[src/rtl/rps_draw_ctrl_if.sv]
// rps_draw_ctrl_if
// Bundles every signal between the draw controller and the outside world
// (game FSM requesters, glyph ROMs, vga_adapter). Clock and reset stay as
// plain ports on the controller.
//
// Handshake rules:
//   req_user / req_comp / clear_req are level requests. A requester holds its
//   line high until it sees the matching one-cycle gnt_* pulse. The controller
//   samples requests only while idle, so a line still high after `done` is
//   treated as a fresh request. vga_plot is a valid strobe with no ready: the
//   adapter accepts exactly one pixel (vga_x, vga_y, vga_colour) on every
//   rising edge of the clock where vga_plot is high.
//
// Signals:
//   req_user, choice_user[1:0]  user sprite request and glyph choice
//   req_comp, choice_comp[1:0]  computer sprite request and glyph choice
//   clear_req                   full-screen clear request
//   gnt_user/gnt_comp/gnt_clear one-cycle acceptance pulses
//   busy, done                  operation in progress / last-pixel pulse
//   rom_addr[11:0], rom_sel[1:0], rom_q   glyph ROM port
//   vga_x[7:0], vga_y[6:0], vga_colour[2:0], vga_plot   pixel write port
//   state_dbg[1:0]              controller state (0 IDLE, 1 CLEAR, 2 DRAW, 3 FLUSH)
interface rps_draw_ctrl_if;
  logic        req_user;
  logic [1:0]  choice_user;
  logic        req_comp;
  logic [1:0]  choice_comp;
  logic        clear_req;
  logic        gnt_user;
  logic        gnt_comp;
  logic        gnt_clear;
  logic        busy;
  logic        done;
  logic [11:0] rom_addr;
  logic [1:0]  rom_sel;
  logic        rom_q;
  logic [7:0]  vga_x;
  logic [6:0]  vga_y;
  logic [2:0]  vga_colour;
  logic        vga_plot;
  logic [1:0]  state_dbg;

  // master: requesters, ROM and adapter side
  modport master (
    output req_user, choice_user, req_comp, choice_comp, clear_req, rom_q,
    input  gnt_user, gnt_comp, gnt_clear, busy, done, rom_addr, rom_sel,
           vga_x, vga_y, vga_colour, vga_plot, state_dbg
  );

  // slave: the draw controller
  modport slave (
    input  req_user, choice_user, req_comp, choice_comp, clear_req, rom_q,
    output gnt_user, gnt_comp, gnt_clear, busy, done, rom_addr, rom_sel,
           vga_x, vga_y, vga_colour, vga_plot, state_dbg
  );
endinterface

[src/rtl/rps_draw_ctrl.sv]
// rps_draw_ctrl
// Shares the single vga_adapter plot port between a user sprite, a computer
// sprite and a full-screen clear. Sprites are read from a glyph ROM with
// ROM_LAT cycles of latency; pixel coordinates travel alongside in a shift
// register so each ROM bit meets its own (x, y). One pixel per cycle.
//
// Ports:
//   CLOCK_50  system clock, rising edge
//   reset_n   asynchronous active-low reset
//   bus       rps_draw_ctrl_if.slave (requests, grants, ROM port, pixel port,
//             state_dbg)
module rps_draw_ctrl #(
  parameter int SPRITE_W = 64,
  parameter int SPRITE_H = 64,
  parameter int ROM_LAT  = 2,
  parameter int USER_X0  = 8,
  parameter int COMP_X0  = 88,
  parameter int SPR_Y0   = 28
) (
  input  logic           CLOCK_50,
  input  logic           reset_n,
  rps_draw_ctrl_if.slave bus
);

  localparam int CXW = (SPRITE_W > 1) ? $clog2(SPRITE_W) : 1;
  localparam int CYW = (SPRITE_H > 1) ? $clog2(SPRITE_H) : 1;

  typedef enum logic [1:0] {
    IDLE  = 2'd0,
    CLEAR = 2'd1,
    DRAW  = 2'd2,
    FLUSH = 2'd3
  } state_t;

  state_t         state;
  logic [7:0]     sx;
  logic [6:0]     sy;
  logic [CXW-1:0] cx;
  logic [CYW-1:0] cy;
  logic [1:0]     fcnt;
  logic [11:0]    rom_addr;
  logic [1:0]     rom_sel;
  logic [7:0]     base_x;
  logic           owner_comp;
  // Round-robin pointer. 1: computer was served last, user wins a tie.
  // 0 (reset): user was served last, computer wins a tie.
  logic           last_comp;

  // Pixel pipeline, stage ROM_LAT-1 lines up with rom_q.
  logic           pv [ROM_LAT];
  logic [7:0]     px [ROM_LAT];
  logic [6:0]     py [ROM_LAT];

  logic start_clear;
  logic start_comp;
  logic start_user;
  logic last_addr;

  // Grants are decided in the IDLE cycle itself so the pulse coincides with
  // the state leaving IDLE. Gating with reset_n keeps them low under reset
  // even though requests may be high.
  assign start_clear = reset_n && (state == IDLE) && bus.clear_req;
  assign start_comp  = reset_n && (state == IDLE) && !bus.clear_req &&
                       bus.req_comp && (!bus.req_user || !last_comp);
  assign start_user  = reset_n && (state == IDLE) && !bus.clear_req &&
                       bus.req_user && (!bus.req_comp || last_comp);

  assign last_addr = (cx == CXW'(SPRITE_W - 1)) && (cy == CYW'(SPRITE_H - 1));

  always_ff @(posedge CLOCK_50 or negedge reset_n) begin
    if (!reset_n) begin
      state      <= IDLE;
      sx         <= '0;
      sy         <= '0;
      cx         <= '0;
      cy         <= '0;
      fcnt       <= '0;
      rom_addr   <= '0;
      rom_sel    <= '0;
      base_x     <= '0;
      owner_comp <= 1'b0;
      last_comp  <= 1'b0;
      for (int i = 0; i < ROM_LAT; i++) begin
        pv[i] <= 1'b0;
        px[i] <= '0;
        py[i] <= '0;
      end
    end else begin
      // The address on rom_addr this cycle belongs to (base_x+cx, SPR_Y0+cy).
      pv[0] <= (state == DRAW);
      px[0] <= base_x + 8'(cx);
      py[0] <= 7'(SPR_Y0) + 7'(cy);
      for (int i = 1; i < ROM_LAT; i++) begin
        pv[i] <= pv[i-1];
        px[i] <= px[i-1];
        py[i] <= py[i-1];
      end

      case (state)
        IDLE: begin
          if (start_clear) begin
            state <= CLEAR;
            sx    <= '0;
            sy    <= '0;
          end else if (start_comp || start_user) begin
            state      <= DRAW;
            owner_comp <= start_comp;
            last_comp  <= start_comp;
            rom_sel    <= start_comp ? bus.choice_comp : bus.choice_user;
            base_x     <= start_comp ? 8'(COMP_X0) : 8'(USER_X0);
            cx         <= '0;
            cy         <= '0;
            rom_addr   <= '0;
          end
        end
        CLEAR: begin
          if (sx == 8'd159) begin
            sx <= '0;
            if (sy == 7'd119) begin
              sy    <= '0;
              state <= IDLE;
            end else begin
              sy <= sy + 7'd1;
            end
          end else begin
            sx <= sx + 8'd1;
          end
        end
        DRAW: begin
          rom_addr <= rom_addr + 12'd1;
          if (cx == CXW'(SPRITE_W - 1)) begin
            cx <= '0;
            cy <= last_addr ? '0 : cy + CYW'(1);
          end else begin
            cx <= cx + CXW'(1);
          end
          if (last_addr) begin
            state <= FLUSH;
            fcnt  <= '0;
          end
        end
        FLUSH: begin
          if (fcnt == 2'(ROM_LAT - 1)) begin
            state <= IDLE;
          end else begin
            fcnt <= fcnt + 2'd1;
          end
        end
        default: state <= IDLE;
      endcase
    end
  end

  logic       plot_o;
  logic [7:0] x_o;
  logic [6:0] y_o;
  logic [2:0] colour_o;

  // Clear pixels come straight from the counters; sprite pixels come from the
  // pipeline tail paired with the ROM bit that has just become valid.
  always_comb begin
    plot_o   = 1'b0;
    x_o      = '0;
    y_o      = '0;
    colour_o = 3'b000;
    if (state == CLEAR) begin
      plot_o = 1'b1;
      x_o    = sx;
      y_o    = sy;
    end else if (pv[ROM_LAT-1]) begin
      plot_o   = 1'b1;
      x_o      = px[ROM_LAT-1];
      y_o      = py[ROM_LAT-1];
      colour_o = bus.rom_q ? (owner_comp ? 3'b111 : 3'b000) : 3'b010;
    end
  end

  assign bus.gnt_clear  = start_clear;
  assign bus.gnt_comp   = start_comp;
  assign bus.gnt_user   = start_user;
  assign bus.busy       = (state != IDLE);
  assign bus.done       = ((state == CLEAR) && (sx == 8'd159) && (sy == 7'd119)) ||
                          ((state == FLUSH) && (fcnt == 2'(ROM_LAT - 1)));
  assign bus.rom_addr   = rom_addr;
  assign bus.rom_sel    = rom_sel;
  assign bus.vga_plot   = plot_o;
  assign bus.vga_x      = x_o;
  assign bus.vga_y      = y_o;
  assign bus.vga_colour = colour_o;
  assign bus.state_dbg  = state;

endmodule

[src/flat_wrapper.sv]
// flat-port wrapper written by rule: the top's interface ports become plain ports
module rps_draw_ctrl_flat 
#(
  parameter int SPRITE_W = 64,
  parameter int SPRITE_H = 64,
  parameter int ROM_LAT  = 2,
  parameter int USER_X0  = 8,
  parameter int COMP_X0  = 88,
  parameter int SPR_Y0   = 28
)
  (CLOCK_50, reset_n, bus_req_user, bus_choice_user, bus_req_comp, bus_choice_comp, bus_clear_req, bus_rom_q, bus_gnt_user, bus_gnt_comp, bus_gnt_clear, bus_busy, bus_done, bus_rom_addr, bus_rom_sel, bus_vga_x, bus_vga_y, bus_vga_colour, bus_vga_plot, bus_state_dbg);
  rps_draw_ctrl_if bus_i ();
  input  logic CLOCK_50;
  input  logic reset_n;
  input wire logic [$bits(bus_i.req_user)-1:0] bus_req_user;
  input wire logic [$bits(bus_i.choice_user)-1:0] bus_choice_user;
  input wire logic [$bits(bus_i.req_comp)-1:0] bus_req_comp;
  input wire logic [$bits(bus_i.choice_comp)-1:0] bus_choice_comp;
  input wire logic [$bits(bus_i.clear_req)-1:0] bus_clear_req;
  input wire logic [$bits(bus_i.rom_q)-1:0] bus_rom_q;
  output wire logic [$bits(bus_i.gnt_user)-1:0] bus_gnt_user;
  output wire logic [$bits(bus_i.gnt_comp)-1:0] bus_gnt_comp;
  output wire logic [$bits(bus_i.gnt_clear)-1:0] bus_gnt_clear;
  output wire logic [$bits(bus_i.busy)-1:0] bus_busy;
  output wire logic [$bits(bus_i.done)-1:0] bus_done;
  output wire logic [$bits(bus_i.rom_addr)-1:0] bus_rom_addr;
  output wire logic [$bits(bus_i.rom_sel)-1:0] bus_rom_sel;
  output wire logic [$bits(bus_i.vga_x)-1:0] bus_vga_x;
  output wire logic [$bits(bus_i.vga_y)-1:0] bus_vga_y;
  output wire logic [$bits(bus_i.vga_colour)-1:0] bus_vga_colour;
  output wire logic [$bits(bus_i.vga_plot)-1:0] bus_vga_plot;
  output wire logic [$bits(bus_i.state_dbg)-1:0] bus_state_dbg;
  assign bus_i.req_user = bus_req_user;
  assign bus_i.choice_user = bus_choice_user;
  assign bus_i.req_comp = bus_req_comp;
  assign bus_i.choice_comp = bus_choice_comp;
  assign bus_i.clear_req = bus_clear_req;
  assign bus_i.rom_q = bus_rom_q;
  assign bus_gnt_user = bus_i.gnt_user;
  assign bus_gnt_comp = bus_i.gnt_comp;
  assign bus_gnt_clear = bus_i.gnt_clear;
  assign bus_busy = bus_i.busy;
  assign bus_done = bus_i.done;
  assign bus_rom_addr = bus_i.rom_addr;
  assign bus_rom_sel = bus_i.rom_sel;
  assign bus_vga_x = bus_i.vga_x;
  assign bus_vga_y = bus_i.vga_y;
  assign bus_vga_colour = bus_i.vga_colour;
  assign bus_vga_plot = bus_i.vga_plot;
  assign bus_state_dbg = bus_i.state_dbg;
  rps_draw_ctrl #(.SPRITE_W(SPRITE_W), .SPRITE_H(SPRITE_H), .ROM_LAT(ROM_LAT), .USER_X0(USER_X0), .COMP_X0(COMP_X0), .SPR_Y0(SPR_Y0)) u_core (.CLOCK_50(CLOCK_50), .reset_n(reset_n), .bus(bus_i));
endmodule
[config.mk]
export PLATFORM = sky130hd
export DESIGN_NAME = rps_draw_ctrl_flat
export DESIGN_NICKNAME = d
export VERILOG_FILES = /design/src/rtl/rps_draw_ctrl_if.sv /design/src/rtl/rps_draw_ctrl.sv /design/src/flat_wrapper.sv
export SDC_FILE = /design/constraint.sdc
export NUM_CORES = 1
export LEC_CHECK = 0
export ABC_AREA = 1
export BUFFER_PORTS_ARGS = -buffer_cell sky130_fd_sc_hd__buf_2
export CAP_MARGIN = 15
export CORE_MARGIN = 2
export CORE_UTILIZATION = 25
export DETAILED_ROUTE_END_ITERATION = 8
export GPL_TIMING_DRIVEN = 0
export PLACE_DENSITY = 0.42
export SYNTH_ARGS = -nofsm -noshare
export SYNTH_HDL_FRONTEND = slang
export SYNTH_SLANG_ARGS = --single-unit
export TNS_END_PERCENT = 1
[constraint.sdc]
create_clock -name CLOCK_50 -period 2 [get_ports CLOCK_50]
set_input_delay 0.4 -clock CLOCK_50 [delete_from_list [all_inputs] [get_ports CLOCK_50]]
set_output_delay 0.4 -clock CLOCK_50 [all_outputs]
set_load 0.02 [all_outputs]
Word level (Yosys, flattened, before mapping)
Cells that the tools add are included.
{"block": "word_totals", "reg_bits": 86, "latch_bits": 0, "mem_bits_rw": 0, "mem_bits_ro": 0, "in_bits": 10, "out_inout_bits": 40, "elab_cells": 113, "mem_count": 0}
{"block": "op_classes", "n_addsub": 8, "multipliers": 0, "div": 0, "n_lt_le_gt_ge": 0, "eq_ne": 18, "shift": 0, "muxes": 39, "n_bitwise": 1, "n_reduce_logical": 31}
{"cell": "$mux W7", "count": 6}
{"cell": "$mux W8", "count": 4}
{"cell": "$mux W6", "count": 5}
{"cell": "$mux W12", "count": 2}
{"cell": "$pmux W12 S2", "count": 1}
{"cell": "$pmux W6 S2", "count": 2}
{"cell": "$mux W2", "count": 9}
{"cell": "$pmux W8 S2", "count": 1}
{"cell": "$pmux W7 S2", "count": 1}
{"cell": "$add A12 B1 Y12 const B", "count": 1}
{"cell": "$add A6 B1 Y6 const B", "count": 2}
{"cell": "$eq A6 B6 Y1 const B", "count": 2}
{"cell": "$mux W3", "count": 4}
{"cell": "$reduce_and A3 Y1", "count": 4}
{"cell": "$logic_and A1 B1 Y1", "count": 11}
{"cell": "$ne A2 B2 Y1 const B", "count": 5}
{"cell": "$add A8 B1 Y8 const B", "count": 1}
{"cell": "$add A8 B6 Y8", "count": 1}
{"cell": "$eq A8 B8 Y1 const B", "count": 1}
{"cell": "$ne A2 B1 Y1 const B", "count": 4}
{"cell": "$pmux W2 S4", "count": 1}
{"cell": "$reduce_bool A2 Y1", "count": 4}
{"cell": "$add A5 B6 Y7 const A", "count": 1}
{"cell": "$add A7 B1 Y7 const B", "count": 1}
{"cell": "14 further kinds", "count": 23}

Depth between registers and ports, before layout
{"block": "depth", "word_depth": 9, "mapped_depth": 10, "mapped_depth_nobuf": 10}

Least setup slack after synthesis
No wires, ideal clock.
{"block": "synth_path", "path_kind": "register to output", "startpoint": "reg u_core.state[0] (netlist: u_core.bus.state_dbg[0])", "endpoint": "out bus_done", "t_arrival_ps": 1735, "t_required_ps": 1600, "slack_ps": -135, "path_stages_with_launch": 6, "path_buffers": 1, "cell_sequence": "dfrtp_1 > inv_1 > nor2_4 > inv_2 > buf_2 > o32ai_1"}
{"block": "synth_via", "elab_chain_cells": 4, "elab_cells_between_ends": 6, "cone_classes": "eq/ne (2); reduce/logical (4)"}
{"item": "start, declared", "line_no": "rps_draw_ctrl.sv:35", "source": "state_t state;"}
{"item": "start signal, assigned", "line_no": "rps_draw_ctrl.sv:72", "source": "state <= IDLE;"}
{"item": "start signal, assigned", "line_no": "rps_draw_ctrl.sv:102", "source": "state <= CLEAR;"}
{"item": "start signal, assigned", "line_no": "rps_draw_ctrl.sv:106", "source": "state <= DRAW;"}
{"item": "$eq A2 B1 Y1", "line_no": "rps_draw_ctrl.sv:182", "source": "assign bus.done = ((state == CLEAR) && (sx == 8'd159) && (sy == 7'd119)) ||"}
{"item": "$logic_and A1 B1 Y1 (2 in a row)", "line_no": "rps_draw_ctrl.sv:182"}
{"item": "$logic_or A1 B1 Y1 (*)", "line_no": "rps_draw_ctrl.sv:182"}
{"item": "end, declared", "line_no": "flat_wrapper.sv:25", "source": "output wire logic [$bits(bus_i.done)-1:0] bus_done;"}
Mark *: on every way between the ends. The rest lies on a longest branch, timed or not.

Worst setup path in the final report
Same ends and word-level chain as after synthesis.

==> impl_results.md <==
* Final wirelength at 9.415 mm
* Fmax at 492.8 MHz
* Vias in the first global route at 3,170
* Congestion Overflow GR at 0
* Clk root buf: clkbuf_16
* Rows at 45
* CP cell instances: inv_2 -> nor2_4 -> inv_4 -> buf_8 -> o32ai_2 -> buf_4
* CP arrival at 1630 ps
* Global-route usage over all layers at 0.1227
* Die ar. at 0.01645 mm^2
* PD cells at 657.3 mW/mm^2
* Distinct cells, synth at 34
* Clock Latency Late Sink at 340 ps
* Worst-Margin Slew at 404.6 ps
* Port Buffers at 49
* Pin count of the biggest net entering global routing at 54
* Max_slew headroom at 0.7282
* Antenna Violating Nets Remaining at 0
* Synth Register Bits at 79
* Nets at 546
* Crit. End Element: output port
* CTS Sinks at 79
* Area of the multi-input gates at 0.001718 mm^2
* Sequential standard cell area at 0.001981 mm^2
* Crit path setup slack, layout at -29.11 ps
* DR vias at 3,186
* Drt first pass iters at 4
* Clock skew at 7.168 ps
* Worst supply voltage drop on vdd at 414.8 uV
* Fin util at 0.3285
* Slowest-stage cell, CP: dfrtp_2
* Core area at 0.01515 mm^2
* Die Wd at 128.3 um
* Synthesis Warnings at 0
* Setup violators final at 1
* Leakage power at 2.442 nW
* Max clock buf depth at 2
* Violated checks: setup timing
* Syn Nets at 465
* # H-tree levels at 3
* Mapped Cells at 444
* Layout cells sized above 1 at 0.2849
* Period minus WS final at 2029 ps
* Fin. max-slew vios at 0
* CP Launch Type: flip-flop
* Post-Place Cells at 682
* Outcome: finished, violations left
* Fin crit share at 1.015
* GPL Wtd Cong at 0.7804
* Worst-path clk slew at 70 ps
* Min-Delay Path Class: in2async
* Sequential-to-total area share from yosys stat at 0.5122
* # IOs at 50
* Initial core utilization at 0.2549
* Die height at 128.3 um
* CP Class: reg2out
* Final hold violation count at 0
* Slowest stage delay, CP at 410 ps
* Global-route wire length before repair at 15.90 mm
* Initial antenna violation count at 0
* # diodes at 0
* CTS buffer count at 9
* Non-filler cells in the finished layout at 718
* Unrepaired setup endpoints after global routing: yes
* DR WL/cell at 13.11 um
* 1st-iter DRT viols at 152
* Layout fillers at 1,586
* HPWL Detailed at 6.693 mm
* Crit-path max FO at 10
* Req. time, crit path at 1600 ps
* Max-cap violations at 0
* CTS tree: done
* Vias per inst at 4.437
* Mapped Area at 0.003860 mm^2
* Area Growth Syn to Fin at 28.88%
* DRC at 0
* Syn_area_per_cell at 8.694 um^2
-- registers in the layout, indices dropped and copies added (netlist names) --
name,count
u_core.px,16
u_core.py,14
u_core.bus.rom_addr,12
u_core.sx,8
u_core.sy,7
u_core.cx,6
u_core.cy,6
u_core.base_x,2
u_core.bus.rom_sel,2
u_core.bus.state_dbg,2
u_core.fcnt,2
u_core.pv,2
-- placed cells by master, fill, tap and decap left out, types with 4 or more instances in the layout --
master and n:
nor2_1 24, nand3_1 47, nand2_4 4, nor2_4 4, o21ai_1 12, clkbuf_16 9
nand2_2 8, ha_1 8, nand4_1 7, nand2_1 95, a21oi_1 10, xor2_1 8
o21ai_0 24, buf_4 31, inv_2 8, o21ai_2 14, buf_2 41, nor3_1 10
o22ai_1 5, dfrtp_1 76, inv_1 44
-- through the flow --
stage | total power (W) | instance area (um^2) | setup slack, ps | hold slack, ps | setup TNS, ps
2_1_floorplan | 0.001633 | 3867 | -98.22 | 104.4 | -176.9
3_3_place_gp | 0.001678 | 4348 | -1269 | 334.5 | -66270
3_5_place_dp | 0.001687 | 4378 | -171.7 | 334.7 | -3552
4_1_cts | 0.003332 | 4883 | -56.56 | 16.71 | -106.7
5_1_grt | 0.003397 | 4975 | -95.91 | 29.49 | -447.4
6_report | 0.003270 | 4975 | -29.11 | 7.949 | -29.11
-- kinds of logic (layout without fill, tap and decap cells) --
family,count (synthesis),after routing,share of synthesized area
xor gates and xnor gates,10,10,0.02269
AOI/OAI and AO/OA,71,71,0.1109
adders and majority gates,11,11,0.03760
buffers and inverters,62,148,0.06418
muxes,1,1,0.002593
DFF,79,79,0.5122
and+or+nand+nor,210,210,0.2499
-- synth_stat cells --
library cell,n,area [um^2]
nand2_1,99,371.6
dfrtp_1,79,1977
nand3_1,49,245.2
inv_1,48,180.2
o21ai_0,36,180.2
nor2_1,27,101.4
a21oi_1,10,50.05
ha_1,10,125.1
nor3_1,10,50.05
o21ai_2,10,87.58
xor2_1,8,70.07
nand4_1,7,43.79
inv_2,5,18.77
nand2_2,5,31.28
o22ai_1,5,31.28
o21ai_1,4,20.02
buf_2,3,15.01
clkbuf_1,3,11.26
nand2_4,3,33.78
nor2_4,3,33.78
or2_2,3,18.77
a21oi_2,2,17.52
nand3_2,2,20.02
nand3b_1,2,15.01
xnor2_1,2,17.52
buf_1,1,3.750
buf_4,1,7.510
buf_6,1,11.26
fa_1,1,20.02
mux2i_1,1,10.01
o2111ai_1,1,8.760
o21a_1,1,7.510
o21ai_4,1,16.27
o32ai_1,1,8.760
-- per-layer routing --
| metal | up-vias | global-route usage | share of wire |
|---|---|---|---|
| li1 | 1632 | - | - |
| met4 | 0 | 0.04654 | 0.013 |
| met1 | 1490 | 0.1587 | 0.47 |
| met5 | - | 0 | 0 |
| met2 | 54 | 0.1956 | 0.47 |
| met3 | 10 | 0.03381 | 0.047 |
-- critical path, delay by kind of cell (launching register included) --
kind            cells  cell delay (ps)
buf+inv             4              460
simple gates        1              160
compound gates      1              260
flops               1              410
-- repair_timing --
action                                  4_1_cts  5_1_grt
gates cloned                                  0        0
hold buffers                                  2        0
buffers inserted                             16        3
endpoints found under the hold margin        28        0
endpoints found under the setup margin       23       23
pin swaps                                     6        3
resized for setup                            34       28
-- final cells by class --
type	instances	share of cell area
clock buffers	10	0.04804
repair buffers	71	0.09733
well taps	188	0.04728
inverters	53	0.04049
clock inverters	6	0.01056
multi-input cells	303	0.3453
plain buffers	8	0.01283
flip-flops and latches	79	0.3981
-- power breakdown --
group	leakage (nW)	total (W)	internal, W	switching, W
registers	0.887	0.00160	0.00160	0
logic	1.42	0.0000642	0.0000211	0.0000431
clock network	0.137	0.00161	0.000892	0.000716
total	2.44	0.00327	0.00251	0.000759
-- final timing paths --
kind	startpoint	endpoint	slack, ps	cells after the start
min in group CLOCK_50	u_core.px[8]$_DFF_PN0_	u_core.px[0]$_DFF_PN0_	340	0
max in group asynchronous	reset_n	u_core.cy[4]$_DFFE_PN0P_	1250	3
hold / removal	reset_n	u_core.sx[6]$_DFFE_PN0P_	8	2
setup reg to reg	u_core.cx[0]$_DFFE_PN0P_	u_core.cy[3]$_DFFE_PN0P_	220	9
hold reg to reg	u_core.px[8]$_DFF_PN0_	u_core.px[0]$_DFF_PN0_	340	0
setup / recovery	u_core.bus.state_dbg[0]$_DFFE_PN0P_	bus_done	-30	6
(Power assumes the default switching activity.)
